--- config.mk ---
export PLATFORM = sky130hd
export DESIGN_NAME = i2c_slave_regfile
export DESIGN_NICKNAME = d
export VERILOG_FILES = /design/src/rtl/i2c_pkg.sv /design/src/rtl/i2c_sync_filter.sv /design/src/rtl/i2c_slave_regfile.sv
export SDC_FILE = /design/constraint.sdc
export NUM_CORES = 1
export LEC_CHECK = 0
export CAP_MARGIN = 20
export CORE_MARGIN = 2
export CORE_UTILIZATION = 45
export CTS_CLUSTER_SIZE = 10
export DETAILED_ROUTE_END_ITERATION = 8
export SYNTH_ARGS = -nofsm -noshare
export SYNTH_HDL_FRONTEND = slang
export SYNTH_SLANG_ARGS = --single-unit
export TNS_END_PERCENT = 5
--- constraint.sdc ---
create_clock -name clk -period 3.5 [get_ports clk]
set_input_delay 0.875 -clock clk [delete_from_list [all_inputs] [get_ports clk]]
set_output_delay 0.875 -clock clk [all_outputs]
set_load 0.02 [all_outputs]
--- src/rtl/i2c_pkg.sv ---
// Shared types and constants for the I2C slave register file.
package i2c_pkg;

  localparam int unsigned BYTE_W = 8;
  localparam int unsigned BCNT_W = 3;

  localparam logic I2C_ACK  = 1'b0;
  localparam logic I2C_NACK = 1'b1;

  typedef enum logic [3:0] {
    IDLE,
    ADDR,
    ADDR_ACK,
    PTR,
    PTR_ACK,
    WRITE,
    WRITE_ACK,
    READ,
    READ_ACK,
    WAIT_STOP
  } state_t;

endpackage

--- src/rtl/i2c_sync_filter.sv ---
// Synchroniser plus stability filter for one raw bus line; idles high.
module i2c_sync_filter #(
  parameter int unsigned SYNC_STAGES = 2,
  parameter int unsigned FILTER_LEN  = 3
) (
  input  logic clk,
  input  logic reset,
  input  logic din,
  output logic dout
);

  localparam int unsigned CNT_W = (FILTER_LEN > 1) ? $clog2(FILTER_LEN) : 1;

  logic [SYNC_STAGES-1:0] sync;
  logic [CNT_W-1:0]       cnt;
  logic                   synced;

  assign synced = sync[SYNC_STAGES-1];

  // Metastability chain on the asynchronous input.
  always_ff @(posedge clk or negedge reset) begin
    if (!reset) begin
      sync <= '1;
    end else begin
      sync <= {sync[SYNC_STAGES-2:0], din};
    end
  end

  // Output follows the synchronised input only after FILTER_LEN consecutive differing samples.
  always_ff @(posedge clk or negedge reset) begin
    if (!reset) begin
      dout <= 1'b1;
      cnt  <= '0;
    end else if (synced == dout) begin
      cnt <= '0;
    end else if (cnt == CNT_W'(FILTER_LEN - 1)) begin
      dout <= synced;
      cnt  <= '0;
    end else begin
      cnt <= cnt + CNT_W'(1);
    end
  end

endmodule

--- src/rtl/i2c_slave_regfile.sv ---
// I2C slave with a byte register file, auto-incrementing pointer and read support.
module i2c_slave_regfile
  import i2c_pkg::*;
#(
  parameter logic [6:0]  SLAVE_ADDR  = 7'h50,
  parameter int unsigned REG_DEPTH   = 16,
  parameter int unsigned SYNC_STAGES = 2,
  parameter int unsigned FILTER_LEN  = 3,
  localparam int unsigned PTR_W      = $clog2(REG_DEPTH)
) (
  input  logic             clk,
  input  logic             reset,
  input  logic             scl_in,
  input  logic             sda_in,
  output logic             sda_oe,
  input  logic [PTR_W-1:0] host_addr,
  output logic [7:0]       host_data,
  output logic [7:0]       data_out,
  output logic             valid,
  output logic [PTR_W-1:0] wr_ptr,
  output logic             busy
);

  logic scl_f;
  logic sda_f;
  logic scl_q;
  logic sda_q;
  logic scl_rise;
  logic scl_fall;
  logic start_det;
  logic stop_det;

  state_t              state;
  logic [BYTE_W-1:0]   shreg;
  logic [BCNT_W-1:0]   bit_cnt;
  logic [PTR_W-1:0]    ptr;
  logic                rw;
  logic                ack_phase;
  logic [BYTE_W-1:0]   regs [REG_DEPTH];
  logic [BYTE_W-1:0]   rx_byte_c;

  i2c_sync_filter #(
    .SYNC_STAGES (SYNC_STAGES),
    .FILTER_LEN  (FILTER_LEN)
  ) u_scl_filt (
    .clk   (clk),
    .reset (reset),
    .din   (scl_in),
    .dout  (scl_f)
  );

  i2c_sync_filter #(
    .SYNC_STAGES (SYNC_STAGES),
    .FILTER_LEN  (FILTER_LEN)
  ) u_sda_filt (
    .clk   (clk),
    .reset (reset),
    .din   (sda_in),
    .dout  (sda_f)
  );

  // Byte as it will look once the bit present on SDA at this SCL rise is shifted in.
  assign rx_byte_c = {shreg[6:0], sda_q};

  // Register-file read port for the local host; a same-cycle bus write shows next cycle.
  assign host_data = regs[host_addr];

  // Registered SCL edges and START/STOP conditions from the filtered lines.
  always_ff @(posedge clk or negedge reset) begin
    if (!reset) begin
      scl_q     <= 1'b1;
      sda_q     <= 1'b1;
      scl_rise  <= 1'b0;
      scl_fall  <= 1'b0;
      start_det <= 1'b0;
      stop_det  <= 1'b0;
    end else begin
      scl_q     <= scl_f;
      sda_q     <= sda_f;
      scl_rise  <= scl_f & ~scl_q;
      scl_fall  <= ~scl_f & scl_q;
      start_det <= scl_f & scl_q & sda_q & ~sda_f;
      stop_det  <= scl_f & scl_q & ~sda_q & sda_f;
    end
  end

  // Protocol FSM, shift register, pointer, register file and host-visible strobes.
  always_ff @(posedge clk or negedge reset) begin
    if (!reset) begin
      state     <= IDLE;
      sda_oe    <= 1'b0;
      valid     <= 1'b0;
      busy      <= 1'b0;
      data_out  <= '0;
      wr_ptr    <= '0;
      shreg     <= '0;
      bit_cnt   <= BCNT_W'(7);
      ptr       <= '0;
      rw        <= 1'b0;
      ack_phase <= 1'b0;
      for (int unsigned i = 0; i < REG_DEPTH; i++) begin
        regs[i] <= '0;
      end
    end else begin
      valid <= 1'b0;
      if (stop_det) begin
        state     <= IDLE;
        busy      <= 1'b0;
        sda_oe    <= 1'b0;
        ack_phase <= 1'b0;
      end else if (start_det) begin
        state     <= ADDR;
        busy      <= 1'b1;
        sda_oe    <= 1'b0;
        bit_cnt   <= BCNT_W'(7);
        ack_phase <= 1'b0;
      end else begin
        case (state)
          IDLE: begin
          end

          ADDR: begin
            if (scl_rise) begin
              shreg   <= rx_byte_c;
              bit_cnt <= bit_cnt - BCNT_W'(1);
              if (bit_cnt == '0) begin
                if (rx_byte_c[7:1] == SLAVE_ADDR) begin
                  state     <= ADDR_ACK;
                  rw        <= rx_byte_c[0];
                  ack_phase <= 1'b0;
                end else begin
                  state <= WAIT_STOP;
                end
              end
            end
          end

          PTR: begin
            if (scl_rise) begin
              shreg   <= rx_byte_c;
              bit_cnt <= bit_cnt - BCNT_W'(1);
              if (bit_cnt == '0) begin
                ptr       <= rx_byte_c[PTR_W-1:0];
                state     <= PTR_ACK;
                ack_phase <= 1'b0;
              end
            end
          end

          WRITE: begin
            if (scl_rise) begin
              shreg   <= rx_byte_c;
              bit_cnt <= bit_cnt - BCNT_W'(1);
              if (bit_cnt == '0) begin
                regs[ptr] <= rx_byte_c;
                data_out  <= rx_byte_c;
                wr_ptr    <= ptr;
                valid     <= 1'b1;
                ptr       <= ptr + PTR_W'(1);
                state     <= WRITE_ACK;
                ack_phase <= 1'b0;
              end
            end
          end

          // First SCL fall after the byte pulls SDA low; the next fall ends the ACK clock.
          ADDR_ACK, PTR_ACK, WRITE_ACK: begin
            if (scl_fall) begin
              if (!ack_phase) begin
                sda_oe    <= ~I2C_ACK;
                ack_phase <= 1'b1;
              end else begin
                ack_phase <= 1'b0;
                bit_cnt   <= BCNT_W'(7);
                if (state == ADDR_ACK && rw) begin
                  state  <= READ;
                  shreg  <= regs[ptr];
                  sda_oe <= ~regs[ptr][7];
                end else begin
                  state  <= (state == ADDR_ACK) ? PTR : WRITE;
                  sda_oe <= 1'b0;
                end
              end
            end
          end

          // MSB was presented on entry; each fall presents the next bit, then releases.
          READ: begin
            if (scl_fall) begin
              if (bit_cnt == '0) begin
                sda_oe    <= 1'b0;
                state     <= READ_ACK;
                ack_phase <= 1'b0;
              end else begin
                sda_oe  <= ~shreg[bit_cnt - BCNT_W'(1)];
                bit_cnt <= bit_cnt - BCNT_W'(1);
              end
            end
          end

          // Master ACK advances the pointer and the following fall reloads the next byte.
          READ_ACK: begin
            if (scl_rise) begin
              if (sda_q == I2C_ACK) begin
                ptr       <= ptr + PTR_W'(1);
                ack_phase <= 1'b1;
              end else begin
                state <= WAIT_STOP;
              end
            end else if (scl_fall && ack_phase) begin
              state     <= READ;
              ack_phase <= 1'b0;
              bit_cnt   <= BCNT_W'(7);
              shreg     <= regs[ptr];
              sda_oe    <= ~regs[ptr][7];
            end
          end

          WAIT_STOP: begin
          end

          default: begin
            state <= IDLE;
          end
        endcase
      end
    end
  end

endmodule

==> impl_metrics.env, run 1 <==
export IMPL_clock_fmax_ghz=0.2891
export IMPL_vdd_drop_max_uv=333.3
export IMPL_synth_ff_latch_count=180
export IMPL_worstSetupStartpointType="input pin"
export IMPL_intPower_w=0.004011
export IMPL_grt_max_degree=64
export IMPL_outcome="complete, no violations"
export IMPL_area_of_the_die_um2=22700
export IMPL_floorplan_initialDensity_pct=45.91
export IMPL_max_slew_margin_rel_pct=40.84
export IMPL_power_share_switching_pct=37.05
export IMPL_synth_largest_type_area_fraction_pct=43.69
export IMPL_syn2layout_area_growth_pct=12.91
export IMPL_max_slew_worst_pin_slew_ns=0.8873
export IMPL_worst_clock_skew_ns=0.01620
export IMPL_synth_commonest_cells="dfrtp_1, mux2_2, mux4_2"
export IMPL_die_width_um=150.7
export IMPL_via_count_of_the_first_global_routing_pass=6466
export IMPL_grt_setup_unrepaired="true"
export IMPL_num_rows=53
export IMPL_async_flop_share_pct=100.0
export IMPL_setup_worst_path_end_class="output port"
export IMPL_buffers_inserted_during_post_cts_setup_optimization=0
export IMPL_place_hpwl_um=15710
export IMPL_drt_vias_per_instance=6.150
export IMPL_worstRegToRegCells=4
export IMPL_synth_edff_count=0
export IMPL_drtPass1Iterations=4
export IMPL_drv_slew=0
export IMPL_worst_endpoint_arrival_ns=2.58
export IMPL_cts_max_path_buffers=2
export IMPL_globalRouteOverflowTotal=0
export IMPL_finalWirelength_um=24100
export IMPL_synth_cell_type_count=58
export IMPL_synthesis_area_um2=9681
export IMPL_placeable_core_region_um2=21090
export IMPL_final_setup_tns_ns=0
export IMPL_syn_avg_cell_area_um2=14.07
export IMPL_cp_class="in -> out"
export IMPL_cts_max_level=4
export IMPL_synth_xor_xnor_area_share_pct=0.3619
export IMPL_dr_first_iter_drc_count=340
export IMPL_cts_sinks=180
export IMPL_power_leakage_nw=4.802
export IMPL_synthAdderAreaFrac_pct=0.7755
export IMPL_final_min_clock_period_ns=3.459
export IMPL_worst_hold_path_cells=0
export IMPL_synth_top_cells_by_area="dfrtp_1, mux4_2, mux2_2"
export IMPL_ios=31
export IMPL_critical_path_reg2reg_startpoint="state[1]"
export IMPL_critical_path_max_fanout=14
export IMPL_synth_top_family_by_area="multiplexers"
export IMPL_netSwitchingPower_w=0.002361
export IMPL_grt_usage_pct=23.02
export IMPL_finalNetCount=719
export IMPL_drt_drc_violations_left=0
export IMPL_dominantRegCellSynth="dfrtp_1"
export IMPL_setup_viol=0
export IMPL_final_hold_fails=0
export IMPL_holdCritPathClass="reg -> reg"
export IMPL_synth_most_common_cell="dfrtp_1"
export IMPL_combPwrFrac_pct=25.3
export IMPL_antenna_found_initial=0
export IMPL_worst_r2r_setup_slack_ns=0.81
export IMPL_die_h_um=150.7
export IMPL_crit_required_ns=2.62
export IMPL_worst_skew_pair_late_latency_ns=0.45
export IMPL_synth_area_leader_cell="dfrtp_1"
export IMPL_synthesis_nets=702
export IMPL_num_vias=6107
export IMPL_postSynthCellCount=688
export IMPL_cell_pwr_density_nw_per_um2=583.0
export IMPL_numCtsBuffers=17
export IMPL_cts_root_buf="clkbuf_16"
export IMPL_fin_worst_hold_slack_ns=0.3562
export IMPL_timing_final_crit_share_pct=98.84
export IMPL_routed_wire_length_per_instance_um=24.27
export IMPL_insertedDiodeCount=0
export IMPL_tritoncts="built"
export IMPL_synth_simple_gate_area_share_pct=9.203
export IMPL_drive_gt1_share_pct=45.68
export IMPL_synth_mux_area_share_pct=36.36
export IMPL_io_buffers=30
export IMPL_share_of_the_synthesized_area_in_compound_gates_ao_oa_aoi_oai_pct=4.175
export IMPL_worst_hold_path_endpoint="u_sda_filt.sync[1]"
export IMPL_clk_pin_slew_ns=0.07
export IMPL_maxCapViolCount=0
export IMPL_grt_pass1_wl_um=38480
export IMPL_hold_path_startpoint="u_sda_filt.sync[0]"
export IMPL_synthesis_yosys_warnings=0
export IMPL_detail_route_antenna_nets=0
export IMPL_finish_utilization_pct=51.83
export IMPL_place_gp_congestion=0.8260
export IMPL_synth_seq_area_share_pct=46.67
export IMPL_power_share_of_the_sequential_group_pct=44.6
export IMPL_r2r_end="regs[95]"
export IMPL_pwr_share_clk_pct=30.1
==> stage by stage <==
step	power, W	setup WS (ns)	cell area [µm²]	std cells
after floorplan	0.003923	0.1675	9681	688
after global placement	0.004432	-0.4451	10310	960
after detailed placement	0.004487	-0.4528	10310	960
after CTS	0.006422	0.003561	10930	993
after global routing	0.006708	-0.003133	10930	993
final	0.006372	0.04074	10930	993
==> area by class of cell <==
cell class | instances | area (µm²)
Clock buffer | 18 | 439.2
Clock inverter | 14 | 156.4
Fill cell | 1775 | 10160
Inverter | 8 | 30.03
Multi-Input combinational cell | 449 | 4925
Sequential cell | 180 | 4519
Tap cell | 275 | 344.1
Timing Repair Buffer | 49 | 516.7
==> cells by family (layout without fill, tap and decap cells) <==
logic type,Yosys count,count (layout)
xor+xnor,4,4
buf+inv,59,89
fa+ha+maj,6,6
compound gates,63,63
mux,232,232
simple gates,144,144
flops,180,180
==> critical path, stage by stage <==
cell,delay [ns]
buf_2,0.17
buf_12,0.19
mux4_2,0.51
mux4_2,0.52
clkdlybuf4s15_1,0.31
==> timing repair <==
item,4_1_cts,5_1_grt
hold buffers,0,0
endpoints found under the setup margin,8,6
gates cloned,1,0
resized for setup,13,7
==> power by group through the flow <==
stage	sequential (W)	clock, W	combinational [W]
4_1_cts	0.00284	0.00196	0.00162
5_1_grt	0.00290	0.00205	0.00176
6_report	0.00284	0.00192	0.00161
2_1_floorplan	0.00247	0	0.00145
3_3_place_gp	0.00286	0	0.00157
3_5_place_dp	0.00288	0	0.00161
==> cells in the final DEF (no fill, tap or decap), drive strengths merged, types with 2 or more instances in the layout <==
cell type and n:
a31oi 8, nand2b 6, mux4 81, nand4 3, inv 16, o211ai 4
clkinv 6, or3b 3, o221ai 2, xnor2 3, nand3b 2, nor2 42
nor3 10, clkdlybuf4s15 6, a211oi 2, o311a 2, or2 4, clkbuf 20
o21ai 13, clkdlybuf4s50 19, o21a 3, buf 20, nor2b 9, dfstp 11
nor3b 4, mux2 147, dfrtp 169, nand2 39, ha 6, a21oi 20
and3 3, nand3 10, mux2i 4, nor4b 2
==> how the worst max path moves through the flow <==
| stage | start | end | slack, ns | depth (start not counted) |
|---|---|---|---|---|
| 5_1_grt | host_addr[0] | host_data[1] | -0.003 | 5 |
| 6_report | host_addr[0] | host_data[3] | 0.04 | 5 |
| 4_1_cts | host_addr[0] | host_data[2] | 0.004 | 5 |
| 3_5_place_dp | host_addr[1] | host_data[0] | -0.45 | 5 |
| 3_3_place_gp | host_addr[1] | host_data[0] | -0.45 | 5 |
| 2_1_floorplan | host_addr[0] | host_data[0] | 0.17 | 4 |
==> sequential cells by signal, indices dropped and copies added, names as in the netlist, 3 cells and up <==
register,flops
regs,128
wr_ptr,4
data_out,8
ptr,4
state,4
bit_cnt,3
shreg,8
==> routing by layer <==
layer / share of wire [%] / GRT usage (%)
met3: 5.3 / 4.121
met1: 42 / 30.45
met5: 0 / 0
met2: 50 / 38.70
met4: 2.5 / 7.523
Note: power is estimated with default switching activity, not from simulation.
==> run 2: changes to the inputs <==
==> constraint.sdc (replaced) <==
create_clock -name clk -period 2.8 [get_ports clk]
set_input_delay 0.7 -clock clk [delete_from_list [all_inputs] [get_ports clk]]
set_output_delay 0.7 -clock clk [all_outputs]
set_load 0.02 [all_outputs]
==> run 2 against run 1 <==
The flow now finishes with violations (setup timing). Combinational power increased by 51%. Worst hold slack worse by 0.14 ns. Via count is 1.3% higher. Routed wire length up 2.8%. Clock skew shrank 0.0051 ns. Sequential power up 15%. Non-clock buffer count increased by 15.
==> impl_metrics.env, run 2 (same netlist as run 1, synthesis figures left out) <==
export IMPL_timing_final_crit_share_pct=102.3
export IMPL_maxCapViolCount=0
export IMPL_clk_pin_slew_ns=0.07
export IMPL_final_hold_fails=0
export IMPL_grt_max_degree=76
export IMPL_die_width_um=150.7
export IMPL_cts_max_level=4
export IMPL_crit_required_ns=2.10
export IMPL_violations="setup timing"
export IMPL_power_leakage_nw=4.919
export IMPL_finalWirelength_um=24760
export IMPL_grt_pass1_wl_um=38610
export IMPL_worst_skew_pair_late_latency_ns=0.43
export IMPL_worst_r2r_setup_slack_ns=0.35
export IMPL_most_common_layout_cells="dfrtp_1, mux2_2, mux4_2"
export IMPL_grt_usage_pct=23.19
export IMPL_max_slew_margin_rel_pct=49.52
export IMPL_largest_reg_flops=128
export IMPL_placeable_core_region_um2=21090
export IMPL_setup_worst_path_end_class="output port"
export IMPL_drtPass1Iterations=7
export IMPL_cp_class="in -> out"
export IMPL_final_min_clock_period_ns=2.864
export IMPL_max_slew_worst_pin_slew_ns=0.7571
export IMPL_final_setup_worst_slack_ns=-0.06415
export IMPL_num_vias=6189
export IMPL_drt_vias_per_instance=6.140
export IMPL_place_gp_congestion=0.8671
export IMPL_critical_path_max_fanout=6
export IMPL_dr_first_iter_drc_count=399
export IMPL_cts_max_path_buffers=2
export IMPL_largestRegisters="regs: 128 flops, data_out: 8 flops, shreg: 8 flops"
export IMPL_cts_root_buf="clkbuf_16"
export IMPL_finalNetCount=734
export IMPL_routed_wire_length_per_instance_um=24.56
export IMPL_place_hpwl_um=15570
export IMPL_grt_setup_unrepaired="true"
export IMPL_ios=31
export IMPL_r2r_end="ptr[0]"
export IMPL_final_setup_tns_ns=-0.3526
export IMPL_fillerInstances=1745
export IMPL_worst_clock_skew_ns=0.01107
export IMPL_via_count_of_the_first_global_routing_pass=6443
export IMPL_vdd_drop_max_uv=445.3
export IMPL_drv_slew=0
export IMPL_antenna_found_initial=0
export IMPL_holdCritPathClass="in -> async"
export IMPL_syn2layout_area_growth_pct=15.01
export IMPL_clock_fmax_ghz=0.3491
export IMPL_critPathLaunch="host_addr[0]"
export IMPL_numCtsBuffers=17
export IMPL_post_place_cells=972
export IMPL_detail_route_antenna_nets=0
export IMPL_drive_gt1_share_pct=47.34
export IMPL_worstSetupStartpointType="input pin"
export IMPL_die_h_um=150.7
export IMPL_area_of_the_die_um2=22700
export IMPL_io_buffers=30
export IMPL_critical_path_reg2reg_startpoint="state[0]"
export IMPL_final_instance_count_excl_fill=1008
export IMPL_top_register="regs"
export IMPL_cell_pwr_density_nw_per_um2=728.1
export IMPL_mostFrequentLayoutCell="dfrtp_1"
export IMPL_num_rows=53
export IMPL_globalRouteOverflowTotal=0
export IMPL_floorplan_initialDensity_pct=45.91
export IMPL_setup_viol=8
export IMPL_worstRegToRegCells=5
export IMPL_insertedDiodeCount=0
export IMPL_outcome="finished, violations left"
export IMPL_cts_sinks=180
export IMPL_drt_drc_violations_left=0
export IMPL_tritoncts="built"
export IMPL_worst_endpoint_arrival_ns=2.16
run 2: changes by cell type in the layout (fill, tap and decap cells not counted), moves of 2 or more:
cell,change
clkbuf_2,-2
buf_6,+5
inv_6,-2
buf_16,+3
clkdlybuf4s15_1,-5
buf_2,+5
buf_4,+8
clkbuf_1,+2
buf_12,+3
clkinv_4,+2
run 2: what timing repair did:
action / CTS / global route
gates resized for setup: 52 / 0
setup buffers: 0 / 0
hold buffers: 0 / 0
setup endpoints to repair: 8 / 8
gates cloned: 4 / 0
run 2: critical path: stages:
cell and delay (ns):
buf_12 0.13, buf_16 0.14, mux4_2 0.50, mux4_2 0.52, buf_6 0.16
run 2: final cells by class:
| cell class | count | area, µm² | area share, % |
|---|---|---|---|
| Clock buffer | 19 | 432.9 | 3.889 |
| Clock inverter | 13 | 161.4 | 1.450 |
| Inverter | 8 | 30.03 | 0.2697 |
| Multi-Input combinational cell | 449 | 4925 | 44.23 |
| Sequential cell | 180 | 4519 | 40.59 |
| Tap cell | 275 | 344.1 | 3.091 |
| Timing Repair Buffer | 64 | 720.7 | 6.473 |
run 2: through the flow:
stage	instance area [µm²]	worst slack [ns]	utilization (%)	hold slack, ns	power (W)
6_report	11130	-0.06415	52.79	0.2160	0.008106
5_1_grt	11130	-0.08849	52.79	0.2498	0.008523
4_1_cts	11130	-0.07080	52.79	0.2328	0.008141
3_5_place_dp	10430	-0.7711	49.45	0.3507	0.005700
3_3_place_gp	10430	-0.7501	49.45	0.3489	0.005632
2_1_floorplan	9701	0.004504	-	0.3452	0.004907
run 2: worst max path at each step:
stage | to | slack [ns] | depth (start not counted)
floorplan | host_data[0] | 0.005 | 4
global placement | host_data[3] | -0.75 | 5
detailed placement | host_data[4] | -0.77 | 5
CTS | host_data[4] | -0.07 | 5
global route | host_data[4] | -0.09 | 5
finish | host_data[4] | -0.06 | 5
run 2: power by group:
group	leakage (nW)	internal, W	switching (W)
Sequential	2.43	0.00287	0.000402
Combinational	2.20	0.00102	0.00141
Clock	0.285	0.00127	0.00113
run 2: layer usage:
layer | wire length, µm | share of wire [%] | GRT usage, % | vias up
met4 | 657 | 2.7 | 7.150 | 0
met1 | 10000 | 40 | 29.31 | 3299
met5 | 0 | 0 | 0 | -
met3 | 1374 | 5.5 | 5.697 | 40
li1 | - | - | - | 2665
met2 | 12730 | 51 | 39.59 | 185
